`src/rtl/aluop_seq.sv`:
```
// aluop_seq: sequences an external combinational 8-bit ALU through opcodes 0..LAST_OP.
//   clk, rst_n       : rising-edge clock, async active-low reset (sync release upstream)
//   sw, btn, mode    : operand switches, raw push button, 1 = auto / 0 = manual step
//   alu_op/a/b       : registered opcode and operands driven to the ALU
//   alu_y            : combinational ALU result, sampled on each capture
//   leds, res_valid  : last captured result and its one-cycle update strobe
//   busy, done       : registered RUN / DONE state flags
module aluop_seq #(
  parameter int unsigned DWELL   = 50000000,
  parameter int unsigned LAST_OP = 8
) (
  input  logic       clk,
  input  logic       rst_n,
  input  logic [7:0] sw,
  input  logic       btn,
  input  logic       mode,
  output logic [3:0] alu_op,
  output logic [7:0] alu_a,
  output logic [7:0] alu_b,
  input  logic [7:0] alu_y,
  output logic [7:0] leds,
  output logic       res_valid,
  output logic       busy,
  output logic       done
);

  localparam int unsigned OP_W  = 4;
  localparam int unsigned D_W   = 8;
  localparam int unsigned CNT_W = $clog2(DWELL);

  typedef enum logic [1:0] {
    S_IDLE   = 2'd0,
    S_LOAD_B = 2'd1,
    S_RUN    = 2'd2,
    S_DONE   = 2'd3
  } state_t;

  state_t           state_q, state_d;
  logic             btn_s1_q, btn_s2_q, btn_prev_q;
  logic             press_c;
  logic             step_c;
  logic [CNT_W-1:0] cnt_q, cnt_d;
  logic             mode_q, mode_d;
  logic [OP_W-1:0]  alu_op_q, alu_op_d;
  logic [D_W-1:0]   alu_a_q, alu_a_d;
  logic [D_W-1:0]   alu_b_q, alu_b_d;
  logic [D_W-1:0]   leds_q, leds_d;
  logic             res_valid_q, res_valid_d;
  logic             busy_q, busy_d;
  logic             done_q, done_d;

  // Two-flop synchronizer plus rising-edge detect: one pulse per press.
  always_ff @(posedge clk or negedge rst_n) begin
    if (!rst_n) begin
      btn_s1_q   <= 1'b0;
      btn_s2_q   <= 1'b0;
      btn_prev_q <= 1'b0;
    end else begin
      btn_s1_q   <= btn;
      btn_s2_q   <= btn_s1_q;
      btn_prev_q <= btn_s2_q;
    end
  end

  assign press_c = btn_s2_q & ~btn_prev_q;

  // State and datapath registers.
  always_ff @(posedge clk or negedge rst_n) begin
    if (!rst_n) begin
      state_q     <= S_IDLE;
      cnt_q       <= '0;
      mode_q      <= 1'b0;
      alu_op_q    <= '0;
      alu_a_q     <= '0;
      alu_b_q     <= '0;
      leds_q      <= '0;
      res_valid_q <= 1'b0;
      busy_q      <= 1'b0;
      done_q      <= 1'b0;
    end else begin
      state_q     <= state_d;
      cnt_q       <= cnt_d;
      mode_q      <= mode_d;
      alu_op_q    <= alu_op_d;
      alu_a_q     <= alu_a_d;
      alu_b_q     <= alu_b_d;
      leds_q      <= leds_d;
      res_valid_q <= res_valid_d;
      busy_q      <= busy_d;
      done_q      <= done_d;
    end
  end

  // Next-state and datapath update.
  always_comb begin
    state_d     = state_q;
    cnt_d       = cnt_q;
    mode_d      = mode_q;
    alu_op_d    = alu_op_q;
    alu_a_d     = alu_a_q;
    alu_b_d     = alu_b_q;
    leds_d      = leds_q;
    res_valid_d = 1'b0;
    step_c      = 1'b0;

    unique case (state_q)
      S_IDLE: begin
        if (press_c) begin
          alu_a_d = sw;
          state_d = S_LOAD_B;
        end
      end
      S_LOAD_B: begin
        if (press_c) begin
          alu_b_d  = sw;
          alu_op_d = '0;
          cnt_d    = '0;
          mode_d   = mode;
          state_d  = S_RUN;
        end
      end
      S_RUN: begin
        // Auto mode ignores the button; manual mode keeps the counter parked at 0.
        if (mode_q) begin
          if (cnt_q == CNT_W'(DWELL - 1)) begin
            step_c = 1'b1;
            cnt_d  = '0;
          end else begin
            cnt_d = cnt_q + CNT_W'(1);
          end
        end else begin
          cnt_d  = '0;
          step_c = press_c;
        end
        if (step_c) begin
          leds_d      = alu_y;
          res_valid_d = 1'b1;
          if (alu_op_q == OP_W'(LAST_OP)) begin
            state_d = S_DONE;
          end else begin
            alu_op_d = alu_op_q + OP_W'(1);
          end
        end
      end
      S_DONE: begin
        if (press_c) begin
          state_d = S_IDLE;
        end
      end
      default: state_d = S_IDLE;
    endcase

    busy_d = (state_d == S_RUN);
    done_d = (state_d == S_DONE);
  end

  assign alu_op    = alu_op_q;
  assign alu_a     = alu_a_q;
  assign alu_b     = alu_b_q;
  assign leds      = leds_q;
  assign res_valid = res_valid_q;
  assign busy      = busy_q;
  assign done      = done_q;

endmodule

```
`config.mk`:
```
export PLATFORM = sky130hd
export DESIGN_NAME = aluop_seq
export DESIGN_NICKNAME = d
export VERILOG_FILES = /design/src/rtl/aluop_seq.sv
export SDC_FILE = /design/constraint.sdc
export NUM_CORES = 1
export LEC_CHECK = 0
export ABC_AREA = 1
export CAP_MARGIN = 20
export CORE_MARGIN = 1.5
export CORE_UTILIZATION = 30
export DETAILED_ROUTE_END_ITERATION = 16
export SLEW_MARGIN = 10
export SYNTH_ARGS = -nofsm -noshare
export SYNTH_HDL_FRONTEND = slang
export SYNTH_SLANG_ARGS = --single-unit
export TNS_END_PERCENT = 30
```
`constraint.sdc`:
```
create_clock -name clk -period 3.5 [get_ports clk]
set_input_delay 0.7 -clock clk [delete_from_list [all_inputs] [get_ports clk]]
set_output_delay 0.7 -clock clk [all_outputs]
set_load 0.02 [all_outputs]
```
==> metrics.md <==
| Metric | Value |
|---|---|
| Die ar. | `10850 um2` |
| Slowest CP cell | `clkdlybuf4s50_1` |
| Maxcap violations | `0` |
| Cells after Synth | `365` |
| Fill cells | `1002` |
| Io pins | `51` |
| Initial DRC Count | `84` |
| Hold Path Origin | `btn_s1_q$_DFF_PN0_` |
| Rows | `36` |
| Critical path fanouts, max | `5` |
| Fmax | `0.4713 GHz` |
| Critical Path, Cell by Cell | `clkdlybuf4s50_1` |
| Register area | `1577 um2` |
| Layout Nets | `444` |
| Layout cells sized above 1 | `11.03%` |
| Post-synth EDFFs | `0` |
| # diodes | `0` |
| Post-synth cell types | `30` |
| Final ANT Viol Nets | `0` |
| Worst setup path start | `alu_op[1]$_DFFE_PN0P_` |
| Hold Buf Count CTS | `0` |
| R2R cell count | `8` |
| Post-DP HPWL | `4716 um` |
| First-pass GRT wire length | `11850 um` |
| Post-CTS Setup Bufs | `0` |
| Main synth FF type | `dfrtp_1` |
| Synthesis Warnings | `0` |
| Synth Area per Inst | `8.412 um2` |
| Area delta synth->final | `27.22%` |
| # port buffers | `50` |
| Max VDD drop | `0.0004117 V` |
| Post-synthesis sequential area ratio | `51.34%` |
| CTS tree | `done` |
| Root Buffer Master | `clkbuf_8` |
| Worst Hold Class | `reg -> reg` |
| Endpoints failing setup | `0` |
| # DRC | `0` |
| Die Ht | `104.2 um` |
| Seq cells post-synth | `63` |
| H-tree depth | `3` |
| Tcrit/Tclk final | `60.62%` |
| Reg2Reg Capture Point | `cnt_q[14]$_DFFE_PN0P_` |
| Worst hold path depth | `0` |
| Critical Path Sink Type | `primary output` |
| Final Hold Fails | `0` |
| Cts bufs inserted | `9` |
| Hold Path Sink | `btn_s2_q$_DFF_PN0_` |
| Vias in the first global route | `2551` |
| Global placer's final weighted congestion | `0.8213` |
| Worst R2R Start | `btn_prev_q$_DFF_PN0_` |
| Async SR Flop Fraction | `100.0%` |
| Largest net degree at the start of global routing | `64` |
| Clock slew at reported path FFs | `0.07 ns` |
| GR Overflow Total | `0` |
| Crit path launch type | `flop` |
| WL/cell | `11.85 um` |
| Starting Density | `31.13%` |
| Tmin final | `2.122 ns` |
| Rel. slew slack | `46.81%` |
| Initial antenna violation count | `0` |
| Clock sinks | `63` |
| Initial DRT Pass Iterations | `4` |
| Status | `complete, no violations` |
| RSZ-0062 raised after global routing | `false` |
| Flop-to-flop setup slack | `1.66 ns` |
| Clk Latency, worst-skew pair | `0.35 ns` |
| Post-Syn Area | `3070 um2` |
| Syn Nets | `388` |
| CP arrival | `1.42 ns` |
| Core area | `9864 um2` |
| Slew @ Worst Pin | `0.7978 ns` |
| Worst EP required | `2.80 ns` |
| Area of the multi-input gates | `1308 um2` |
| Post-CTS Resized | `0` |
| Finished Layout Cells | `559` |
| Detailed-route via count | `2530` |
| CP Class | `reg -> out` |
| Pwr/cell area | `692.4 nW/um2` |
| Total negative setup slack | `0 ns` |
| Total wire length | `6625 um` |
| Worst clock skew | `0.01844 ns` |
| Dpl cells | `543` |
| Leak | `0.001801 uW` |
| Clock tree buffer depth | `2` |
| Bufs and invs on worst path | `1` |
| Vias/cell | `4.526` |
| Pins Over Slew Limit | `0` |
| Crit-path leading delay family | `buffers and inverters` |
| Die Width | `104.2 um` |
| Max stage delay on crit path | `0.64 ns` |
| Total GRT Usage | `13.57%` |
sequential cells by signal, summed over array words and instances (netlist names), 2 cells and up:
signal   count
alu_a        8
state_q      2
leds         8
alu_op       4
cnt_q       26
alu_b        8
worst max-delay path by stage:
stage                       endpoint  slack (ns)  cells after the start
6_report                   alu_op[1]        1.38                      1
2_1_floorplan  cnt_q[14]$_DFFE_PN0P_        2.06                      8
4_1_cts                    alu_op[1]        1.34                      1
5_1_grt                    alu_op[1]        1.30                      1
3_5_place_dp   cnt_q[14]$_DFFE_PN0P_        1.68                      8
3_3_place_gp               alu_op[1]        1.74                      1
where the power goes:
group	total [uW]	internal [uW]	switching, uW	leakage [uW]
combinational	1000	424	578	0.000874
sequential	1040	913	129	0.000821
clock	661	352	309	0.000107
layout make-up:
cell class	count	area share, %
flip-flops and latches	63	40.36
inverters	37	3.812
repair buffers	51	12.88
clock buffers	10	3.523
multi-input cells	259	33.47
clock inverters	6	1.698
well taps	133	4.260
layer usage:
metal | GRT usage (%) | vias up | routed length [um]
met5 | 0 | - | 0
met4 | 4.464 | 0 | 70
met3 | 3.947 | 7 | 309
met2 | 21.29 | 55 | 3044
met1 | 17.98 | 1210 | 3201
li1 | - | 1258 | -
synthesized netlist by cell type (3+ instances only):
cell / n / share of area, %
nor2_1: 45 / 5.5
nand2_1: 112 / 14
nand4_1: 7 / 1.4
xnor2_1: 3 / 0.86
nand2_2: 4 / 0.81
xor2_1: 14 / 4.0
o21ai_0: 20 / 3.3
dfrtp_1: 63 / 51
nand3_2: 4 / 1.3
a21oi_1: 3 / 0.49
nor2_4: 4 / 1.5
clkbuf_1: 4 / 0.49
nor2_2: 6 / 1.2
inv_1: 32 / 3.9
nand3_1: 21 / 3.4
ha_1: 3 / 1.2
cells by family after synthesis:
group           count (synthesis)  share of synthesized area [%]
xor+xnor                       17                          4.849
fa+ha+maj                       3                          1.223
compound gates                 27                          4.768
simple gates                  211                          31.38
buf+inv                        43                          6.072
mux                             1                         0.3667
flops                          63                          51.34
cells in the final DEF, fill, tap and decap left out, types with 6 or more instances in the layout:
cell type / count
dfrtp_1: 63
xor2_1: 14
clkbuf_8: 10
inv_1: 32
nand3_1: 21
clkdlybuf4s50_1: 49
nand2_1: 112
nor2_2: 6
o21ai_0: 20
nand4_1: 7
nor2_1: 45
through the flow:
stage	instance area (um2)	setup WS [ns]	util (%)	hold slack (ns)	total power (uW)
floorplan	3070	2.057	-	0.3312	1623
global placement	3702	1.739	37.53	0.3334	2054
detailed placement	3702	1.681	37.53	0.3402	2069
CTS	3906	1.343	39.60	0.3566	2748
global route	3906	1.303	39.60	0.3723	2892
finish	3906	1.378	39.60	0.3555	2705
Note: power is estimated with default switching activity, not from simulation.
